===== src/rtl/timer_pkg.sv =====
// Register map, CTRL bit positions and FSM states shared by the timer peripheral.
// The CTRL read-back word is assembled here so all field positions live in one place.
package timer_pkg;

  localparam logic [1:0] OFF_CTRL   = 2'd0;
  localparam logic [1:0] OFF_LOAD   = 2'd1;
  localparam logic [1:0] OFF_COUNT  = 2'd2;
  localparam logic [1:0] OFF_STATUS = 2'd3;

  localparam int CTRL_EN          = 0;
  localparam int CTRL_AUTO_RELOAD = 1;
  localparam int CTRL_IRQ_EN      = 2;
  localparam int PRESCALE_LSB     = 8;
  localparam int PRESCALE_MSB     = 15;
  localparam int STATUS_EXPIRED   = 0;

  typedef enum logic {IDLE, RUN} timerState_t;

  function automatic logic [15:0] ctrlWord(input logic en, input logic autoReload,
                                           input logic irqEn, input logic [7:0] prescale);
    logic [15:0] w;
    w = '0;
    w[CTRL_EN]                    = en;
    w[CTRL_AUTO_RELOAD]           = autoReload;
    w[CTRL_IRQ_EN]                = irqEn;
    w[PRESCALE_MSB:PRESCALE_LSB]  = prescale;
    return w;
  endfunction

endpackage


===== src/rtl/timer_prescaler.sv =====
// Tick divider: one-cycle tick every div+1 enabled cycles; clear restarts the period.
// Tick is combinational from the counter; no backpressure.
module timer_prescaler (
  input  logic       clk,
  input  logic       rst,
  input  logic       clear,
  input  logic       en,
  input  logic [7:0] div,
  output logic       tick
);

  logic [7:0] cnt;

  // A clearing cycle starts a fresh period, so it must not also emit a tick.
  assign tick = en & ~clear & (cnt == div);

  always_ff @(posedge clk) begin
    if (rst || clear) begin
      cnt <= '0;
    end else if (en) begin
      cnt <= (cnt == div) ? 8'd0 : cnt + 8'd1;
    end
  end

endmodule


===== src/rtl/timer_periph.sv =====
// Memory-mapped down-counter timer (CTRL/LOAD/COUNT/STATUS); prescaler built under TIMER_PRESCALER_EN.
// Writes land on the strobed edge and read back next cycle; always accepts, no backpressure.
module timer_periph
  import timer_pkg::*;
#(
  parameter int WIDTH = 32
) (
  input  logic             clk,
  input  logic             rst,
  input  logic             we,
  input  logic [1:0]       addr,
  input  logic [WIDTH-1:0] wdata,
  output logic [WIDTH-1:0] rdata,
  output logic             irq
);

  timerState_t      state, stateNext;
  logic             ctrlEn, ctrlEnNext;
  logic             ctrlAutoReload, ctrlAutoReloadNext;
  logic             ctrlIrqEn, ctrlIrqEnNext;
  logic [WIDTH-1:0] load, loadNext;
  logic [WIDTH-1:0] count, countNext;
  logic             expired, expiredNext;
  logic             expSet;
  logic             tick;
  logic [7:0]       prescale;

`ifdef TIMER_PRESCALER_EN
  logic clearPresc;

  assign clearPresc = we && (addr == OFF_CTRL) && wdata[CTRL_EN];

  always_ff @(posedge clk) begin
    if (rst) begin
      prescale <= '0;
    end else if (we && (addr == OFF_CTRL)) begin
      prescale <= wdata[PRESCALE_MSB:PRESCALE_LSB];
    end
  end

  timer_prescaler uPrescaler (
    .clk   (clk),
    .rst   (rst),
    .clear (clearPresc),
    .en    (state == RUN),
    .div   (prescale),
    .tick  (tick)
  );
`else
  assign prescale = '0;
  assign tick     = (state == RUN);
`endif

  always_comb begin
    stateNext          = state;
    ctrlEnNext         = ctrlEn;
    ctrlAutoReloadNext = ctrlAutoReload;
    ctrlIrqEnNext      = ctrlIrqEn;
    loadNext           = load;
    countNext          = count;
    expiredNext        = expired;
    expSet             = 1'b0;

    if ((state == RUN) && tick) begin
      if (count == '0) begin
        expSet = 1'b1;
        if (ctrlAutoReload) begin
          countNext = load;
        end else begin
          ctrlEnNext = 1'b0;
          stateNext  = IDLE;
        end
      end else begin
        countNext = count - WIDTH'(1);
      end
    end

    // Bus writes override the tick; a STATUS clear loses to a same-cycle expiry.
    if (we) begin
      case (addr)
        OFF_CTRL: begin
          ctrlEnNext         = wdata[CTRL_EN];
          ctrlAutoReloadNext = wdata[CTRL_AUTO_RELOAD];
          ctrlIrqEnNext      = wdata[CTRL_IRQ_EN];
          stateNext          = wdata[CTRL_EN] ? RUN : IDLE;
        end
        OFF_LOAD: begin
          loadNext  = wdata;
          countNext = wdata;
        end
        OFF_STATUS: begin
          if (wdata[STATUS_EXPIRED]) expiredNext = 1'b0;
        end
        default: ;
      endcase
    end

    if (expSet) expiredNext = 1'b1;
  end

  always_ff @(posedge clk) begin
    if (rst) begin
      state          <= IDLE;
      ctrlEn         <= 1'b0;
      ctrlAutoReload <= 1'b0;
      ctrlIrqEn      <= 1'b0;
      load           <= '0;
      count          <= '0;
      expired        <= 1'b0;
    end else begin
      state          <= stateNext;
      ctrlEn         <= ctrlEnNext;
      ctrlAutoReload <= ctrlAutoReloadNext;
      ctrlIrqEn      <= ctrlIrqEnNext;
      load           <= loadNext;
      count          <= countNext;
      expired        <= expiredNext;
    end
  end

  always_comb begin
    rdata = '0;
    case (addr)
      OFF_CTRL:   rdata = WIDTH'(ctrlWord(ctrlEn, ctrlAutoReload, ctrlIrqEn, prescale));
      OFF_LOAD:   rdata = load;
      OFF_COUNT:  rdata = count;
      OFF_STATUS: rdata[STATUS_EXPIRED] = expired;
      default:    rdata = '0;
    endcase
  end

  assign irq = expired & ctrlIrqEn;

endmodule

===== config.mk =====
export PLATFORM = sky130hd
export DESIGN_NAME = timer_periph
export DESIGN_NICKNAME = d
export VERILOG_FILES = /design/src/rtl/timer_pkg.sv /design/src/rtl/timer_prescaler.sv /design/src/rtl/timer_periph.sv
export SDC_FILE = /design/constraint.sdc
export NUM_CORES = 1
export LEC_CHECK = 0
export ABC_AREA = 1
export CAP_MARGIN = 20
export CORE_MARGIN = 2
export CORE_UTILIZATION = 45
export CTS_CLUSTER_DIAMETER = 50
export CTS_CLUSTER_SIZE = 14
export DETAILED_ROUTE_END_ITERATION = 10
export GPL_TIMING_DRIVEN = 0
export PLACE_DENSITY = 0.69
export REMOVE_ABC_BUFFERS = 1
export SLEW_MARGIN = 0
export SYNTH_ARGS = -nofsm -noshare
export SYNTH_HDL_FRONTEND = slang
export SYNTH_SLANG_ARGS = --single-unit

===== constraint.sdc =====
create_clock -name clk -period 4.35 [get_ports clk]
set_input_delay 0.87 -clock clk [delete_from_list [all_inputs] [get_ports clk]]
set_output_delay 0.87 -clock clk [all_outputs]
set_load 0.01 [all_outputs]

==> insert_results.sql, run 1 <==
INSERT INTO impl_metrics (metric_group, metric, value, unit) VALUES
('run_status', 'run_status', 'finished clean', ''),
('routing', 'met2_wire_length', '6.30', 'mm'),
('run', 'max_cap_violations', '0', ''),
('sta', 'min_period', '4.03', 'ns'),
('sta', 'max_slew.worst_pin.slew', '1.03', 'ns'),
('clock_network', 'htree_num_levels', '3', ''),
('final_layout', 'sequential_cell_area', '1380', 'µm²'),
('logic_synthesis', 'seq_area_frac_synth', '28.4', '%'),
('clock_network', 'worstSkewPairLatency', '0.36', 'ns'),
('die', 'placementRows', '37', ''),
('sta', 'clock.fmax', '248', 'MHz'),
('worst_setup_path', 'peak_fanout_along_the_critical_path', '32', ''),
('worst_setup_path', 'crit_path_start_kind', 'primary input', ''),
('sta', 'fin_worst_skew', '0.00671', 'ns'),
('min_path', 'hold_depth', '2', ''),
('worst_setup_path', 'r2r_setup_slack', '1.86', 'ns'),
('logic_synthesis', 'synthesis.area', '4860', 'µm²'),
('power', 'p_per_area', '313', 'nW/µm²'),
('power', 'vdd_drop_max', '180', 'µV'),
('global_routing', 'grt.total_usage', '25.3', '%'),
('routing', 'drt-met1-wl', '6.75', 'mm'),
('final_layout', 'layout.nets', '932', ''),
('min_path', 'hold_class', 'reg -> reg', ''),
('worst_setup_path', 'worst_r2r_startpoint', 'state$_SDFF_PP0_', ''),
('clock_network', 'cts_resized', '0', ''),
('worst_setup_path', 'critical_path.reg2reg.endpoint', 'count[22]$_SDFF_PP0_', ''),
('logic_synthesis', 'netlist-cell-type-count', '30', ''),
('die', 'initial_utilization', '46.6', '%'),
('logic_synthesis', 'syn-mean-instance-area', '5.74', 'µm²'),
('die', 'std_cell_core_area', '10400', 'µm²'),
('logic_synthesis', 'yosys_register_bits', '69', ''),
('clock_network', 'cts_root_buffer', 'sky130_fd_sc_hd__clkbuf_8', ''),
('logic_synthesis', 'synth-warning-count', '0', ''),
('global_routing', 'globalRoute.totalOverflow', '0', ''),
('final_layout', 'layout-drive-gt1-share', '6.80', '%'),
('sta', 'grt_setup_unrepaired', 'no', ''),
('routing', 'ant_nets', '0', ''),
('die', 'die_height', '108', 'µm'),
('sta', 'timing_max_transition_violations_final', '0', ''),
('power', 'design_power_total', '0.00183', 'W'),
('sta', 'timing_hold_violations_final', '0', ''),
('sta', 'finalSetupViolCount', '0', ''),
('clock_network', 'cts_buffer_depth', '2', ''),
('routing', 'drt_pre_antenna_iters', '7', ''),
('sta', 'setup_ws', '0.316', 'ns'),
('routing', 'wl', '14.1', 'mm'),
('routing', 'iter_0_drt_violations', '301', ''),
('worst_setup_path', 'cp_data_required_time', '3.48', 'ns'),
('clock_network', 'cts.reportedPaths.clkPinSlew', '0.07', 'ns'),
('die', 'die_width', '108', 'µm'),
('min_path', 'worst_hold_path.endpoint', 'load[26]$_SDFFE_PP0P_', ''),
('worst_setup_path', 'arrival', '3.16', 'ns'),
('routing', 'remaining_drc_errors', '0', ''),
('placed_design', 'pre_cts_slack', '-0.189', 'ns'),
('final_layout', 'multiInputGateArea', '3020', 'µm²'),
('final_layout', 'num_antenna_cells', '0', ''),
('logic_synthesis', 'synthDominantCellAreaShare', '28.4', '%'),
('placed_design', 'gp_congestion', '0.920', ''),
('clock_network', 'cts_tree', 'yes', ''),
('power', 'power.static_leakage', '2.58', 'nW'),
('clock_network', 'postCtsHoldBufs', '0', ''),
('placed_design', 'dp.final_hpwl', '9.98', 'mm'),
('routing', 'detailed_route_wirelength_on_metal3', '814', 'µm'),
('final_layout', 'layout.filler_cells', '1111', ''),
('min_path', 'start_point_of_the_worst_hold_path', 'load[26]$_SDFFE_PP0P_', ''),
('sta', 'slew-limit-headroom', '31.5', '%'),
('sta', 'final_period_util', '92.7', '%'),
('routing', 'wl_per_cell', '13.7', 'µm'),
('routing', 'routed-via-count', '5411', ''),
('global_routing', 'grt_start_max_net_pins', '40', ''),
('clock_network', 'cts.repair_timing.setup_buffer_count', '0', '');
==> power breakdown <==
| part | switching [W] | internal [W] | leakage (nW) | total [W] |
|---|---|---|---|---|
| sequential | 0.0000373 | 0.000660 | 0.562 | 0.000698 |
| clock | 0.000247 | 0.000219 | 0.0833 | 0.000465 |
| combinational | 0.000431 | 0.000232 | 1.93 | 0.000663 |
| total | 0.000715 | 0.00111 | 2.58 | 0.00183 |
==> per-layer routing <==
layer  GRT usage, %  vias to the layer above
li1               -                     2771
met4           9.34                        0
met1           34.7                     2433
met3           3.15                       21
met5              0                        -
met2           40.5                      186
==> worst max-delay path, cell delays in order <==
cell	delay, ns
sky130_fd_sc_hd__clkdlybuf4s50_1	0.57
sky130_fd_sc_hd__inv_1	0.08
sky130_fd_sc_hd__nor2_1	0.10
sky130_fd_sc_hd__inv_1	0.44
sky130_fd_sc_hd__o21ai_0	0.49
sky130_fd_sc_hd__clkdlybuf4s50_1	0.61
==> synthesized netlist by cell type (all sizes together) <==
library cell,number
nand2,375
a21oi,76
inv,72
nor2,72
o21ai,71
dfxtp,69
nand3,51
clkbuf,26
buf,12
xor2,7
nand4,4
o211ai,3
clkinv,2
ha,2
a211oi,1
nand3b,1
o2111ai,1
o31ai,1
==> flip-flops by register name, indices dropped and copies added, names as in the netlist <==
name,count
load,32
ctrlAutoReload,1
ctrlEn,1
ctrlIrqEn,1
expired,1
count,32
state,1
==> per-stage QoR <==
| step | TNS (ns) | hold WS, ns | cell area [µm²] | instances |
|---|---|---|---|---|
| floorplan | 0 | 0.447 | 4680 | 808 |
| global placement | -138.05 | 0.464 | 5540 | 1013 |
| detailed placement | -6.75 | 0.473 | 5640 | 1017 |
| CTS | 0 | 0.484 | 5800 | 1032 |
| global route | 0 | 0.503 | 5830 | 1033 |
| finish | 0 | 0.483 | 5830 | 1033 |
==> worst max-delay path by stage <==
stage	startpoint	end	slack (ns)	cells past startpoint
2_1_floorplan	addr[0]	count[10]$_SDFF_PP0_	0.54	6
3_3_place_gp	addr[0]	count[14]$_SDFF_PP0_	-2.28	7
3_5_place_dp	addr[0]	count[14]$_SDFF_PP0_	-0.19	7
4_1_cts	addr[0]	count[14]$_SDFF_PP0_	0.18	7
5_1_grt	addr[0]	count[22]$_SDFF_PP0_	0.18	8
6_report	addr[1]	rdata[14]	0.32	6
==> cell usage in the layout (no fill, tap or decap), drive strengths merged <==
master	n
ha	2
o31ai	1
nand3	51
dfxtp	69
buf	6
a211oi	1
nand4	4
clkinv	4
nand3b	1
o21ai	71
nor2	72
o2111ai	1
a21oi	76
nand2	375
clkdlybuf4s50	68
inv	72
clkbuf	13
xor2	7
o211ai	3
==> final cells by class <==
cell class	count	share of cell area, %
clock buffers	13	2.55
flip-flops and latches	69	23.7
well taps	136	2.92
inverters	74	4.76
multi-input cells	665	51.9
clock inverters	2	0.172
repair buffers	74	14.0
==> cells by family after synthesis <==
| family | count (synthesis) | synth area share, % |
|---|---|---|
| fa+ha+maj | 2 | 0.515 |
| xor+xnor | 7 | 1.26 |
| flops | 69 | 28.4 |
| buf+inv | 112 | 9.45 |
| simple gates | 503 | 43.5 |
| compound gates | 153 | 16.8 |
No activity file was read; power rests on OpenSTA's default activity.
==> inputs of run 2 (changes only) <==
--- a/config.mk
+++ b/config.mk
@@ -14,6 +14,7 @@
 export DETAILED_ROUTE_END_ITERATION = 10
 export GPL_TIMING_DRIVEN = 0
 export PLACE_DENSITY = 0.69
+export RECOVER_POWER = 25
 export REMOVE_ABC_BUFFERS = 1
 export SLEW_MARGIN = 0
 export SYNTH_ARGS = -nofsm -noshare
==> insert_results.sql, run 2 (same netlist as run 1, synthesis figures left out) <==
INSERT INTO impl_metrics (metric_group, metric, value, unit) VALUES
('run_status', 'run_status', 'finished clean', ''),
('worst_setup_path', 'worst-path-buf-inv', '4', ''),
('power', 'vdd_drop_max', '179', 'µV'),
('sta', 'min_period', '4.10', 'ns'),
('routing', 'iter_0_drt_violations', '302', ''),
('die', 'die_area', '11600', 'µm²'),
('routing', 'drt_pre_antenna_iters', '5', ''),
('routing', 'wl', '14.1', 'mm'),
('die', 'initial_utilization', '46.6', '%'),
('worst_setup_path', 'most_used_cell_cp', 'sky130_fd_sc_hd__inv_1', ''),
('routing', 'routed-via-count', '5377', ''),
('placed_design', 'post-place-cells', '1017', ''),
('die', 'placementRows', '37', ''),
('placed_design', 'gp_congestion', '0.920', ''),
('power', 'power.static_leakage', '2.59', 'nW'),
('clock_network', 'cts_tree', 'yes', ''),
('placed_design', 'dp.final_hpwl', '9.98', 'mm'),
('worst_setup_path', 'arrival', '3.23', 'ns'),
('die', 'std_cell_core_area', '10400', 'µm²'),
('clock_network', 'cts_root_buffer', 'sky130_fd_sc_hd__clkbuf_8', ''),
('global_routing', 'globalRoute.totalOverflow', '0', ''),
('sta', 'timing_hold_violations_final', '0', ''),
('power', 'p_per_area', '313', 'nW/µm²'),
('routing', 'via_density_per_instance', '5.21', ''),
('sta', 'setup_total_negative_slack', '0', 'ns'),
('clock_network', 'cts.reportedPaths.clkPinSlew', '0.07', 'ns'),
('power', 'total_switching_power', '0.000713', 'W'),
('run', 'max_cap_violations', '0', ''),
('global_routing', 'grt_start_max_net_pins', '40', ''),
('die', 'die_width', '108', 'µm'),
('sta', 'max_slew.worst_pin.slew', '1.02', 'ns'),
('clock_network', 'postCtsHoldBufs', '0', ''),
('worst_setup_path', 'cp_data_required_time', '3.48', 'ns'),
('final_layout', 'layout-drive-gt1-share', '6.69', '%'),
('worst_setup_path', 'crit_path_start_kind', 'primary input', ''),
('clock_network', 'htree_num_levels', '3', ''),
('clock_network', 'clock_sink_count', '69', ''),
('worst_setup_path', 'peak_fanout_along_the_critical_path', '32', ''),
('final_layout', 'final_cell_mix', 'sky130_fd_sc_hd__nand2_1 (364), sky130_fd_sc_hd__o21ai_0 (70), sky130_fd_sc_hd__inv_1 (69)', ''),
('final_layout', 'final_design_area_no_fill', '5830', 'µm²'),
('sta', 'timing_max_transition_violations_final', '0', ''),
('routing', 'remaining_drc_errors', '0', ''),
('power', 'power.sequential.fraction', '38.3', '%'),
('clock_network', 'cts_buffer_depth', '2', ''),
('clock_network', 'worstSkewPairLatency', '0.36', 'ns'),
('worst_setup_path', 'worst_setup_path_end_kind', 'primary output', ''),
('final_layout', 'num_antenna_cells', '0', ''),
('sta', 'clock.fmax', '244', 'MHz'),
('global_routing', 'antenna_violations_before_repair', '0', ''),
('global_routing', 'first_global_vias', '4888', ''),
('final_layout', 'final_common_cell', 'sky130_fd_sc_hd__nand2_1', ''),
('sta', 'slew-limit-headroom', '32.1', '%'),
('worst_setup_path', 'path_cells', 'dlygate4sd3_1 > inv_1 > nor2_1 > inv_1 > o21ai_0 > clkdlybuf4s50_1', ''),
('final_layout', 'layout.nets', '932', ''),
('power', 'p_int', '0.00111', 'W'),
('placed_design', 'placement.cell_area', '5640', 'µm²'),
('final_layout', 'reg_top3', 'count: 32 flops, load: 32 flops', ''),
('worst_setup_path', 'setup.worst_path.class', 'in -> out', ''),
('power', 'power.clock.fraction', '25.4', '%'),
('clock_network', 'numCtsBuffers', '9', ''),
('placed_design', 'port_buffers', '69', ''),
('sta', 'grt_setup_unrepaired', 'no', ''),
('power', 'swShare', '39.1', '%'),
('sta', 'final_period_util', '94.3', '%'),
('die', 'die_height', '108', 'µm'),
('global_routing', 'grt_pass1_wl', '23.4', 'mm'),
('final_layout', 'layout.filler_cells', '1110', ''),
('routing', 'wl_per_cell', '13.7', 'µm'),
('power', 'power.share.combinational', '36.3', '%'),
('sta', 'fin_worst_skew', '0.00732', 'ns'),
('sta', 'finalSetupViolCount', '0', ''),
('global_routing', 'grt.total_usage', '25.3', '%'),
('worst_setup_path', 'critPathTopFamily', 'buffers and inverters', ''),
('worst_setup_path', 'timing.critical_path.slowest_stage_cell', 'sky130_fd_sc_hd__inv_1', ''),
('clock_network', 'cts.repair_timing.setup_buffer_count', '0', ''),
('final_layout', 'post_layout_nonfiller_instances', '1033', ''),
('clock_network', 'cts_resized', '0', ''),
('final_layout', 'flow.area_growth_from_synthesis', '20.0', '%'),
('routing', 'ant_nets', '0', ''),
('die', 'pin_count', '70', ''),
('min_path', 'hold_class', 'reg -> reg', ''),
('worst_setup_path', 'crit_path_largest_cell_delay', '0.73', 'ns');
[run 2: changes by cell type in the layout (fill, tap and decap cells not counted), sizes merged]
cell	delta
clkdlybuf4s50	-4
dlygate4sd3	+4
[run 2: worst min-delay path: cells and delay by family (launching register included)]
kind,cells,cell delay [ns]
compound gates,1,0.05
flops,1,0.32
simple gates,1,0.06
[run 2: power by group through the flow]
stage	clock [W]	sequential, W	combinational [W]
5_1_grt	0.000496	0.000703	0.000749
6_report	0.000464	0.000698	0.000661
3_3_place_gp	0	0.000716	0.000633
3_5_place_dp	0	0.000711	0.000655
2_1_floorplan	0	0.000703	0.000457
4_1_cts	0.000473	0.000697	0.000658
[run 2: final cells by class]
cell class / instances / area, µm² / area share (%)
timing repair buffer: 74 / 816 / 14.0
sequential: 69 / 1380 / 23.7
inverter: 74 / 278 / 4.77
clock inverter: 2 / 10.0 / 0.172
multi-input combinational: 665 / 3020 / 51.9
clock buffer: 13 / 149 / 2.56
tap: 136 / 170 / 2.92
[run 2: stage by stage]
| stage | setup WS (ns) | utilization (%) | power (W) | hold slack, ns |
|---|---|---|---|---|
| after floorplan | 0.545 | - | 0.00116 | 0.447 |
| after global placement | -2.28 | 53.2 | 0.00135 | 0.464 |
| after detailed placement | -0.189 | 54.2 | 0.00137 | 0.473 |
| after CTS | 0.176 | 55.7 | 0.00183 | 0.484 |
| after global routing | 0.115 | 55.9 | 0.00195 | 0.503 |
| final | 0.247 | 55.9 | 0.00182 | 0.482 |
[run 2: final timing paths]
kind                            to  slack (ns)  cells past startpoint             startpoint
min          load[20]$_SDFFE_PP0P_        0.48                      2  load[20]$_SDFFE_PP0P_
min reg2reg  load[20]$_SDFFE_PP0P_        0.48                      2  load[20]$_SDFFE_PP0P_
max                      rdata[14]        0.25                      6                addr[1]
max reg2reg   count[22]$_SDFF_PP0_        1.86                      6       state$_SDFF_PP0_
[run 2: metal layers]
layer,track usage (%),share of wire (%)
met1,34.7,48
met2,40.5,45
met3,3.15,5.4
met4,9.34,1.8
met5,0,0
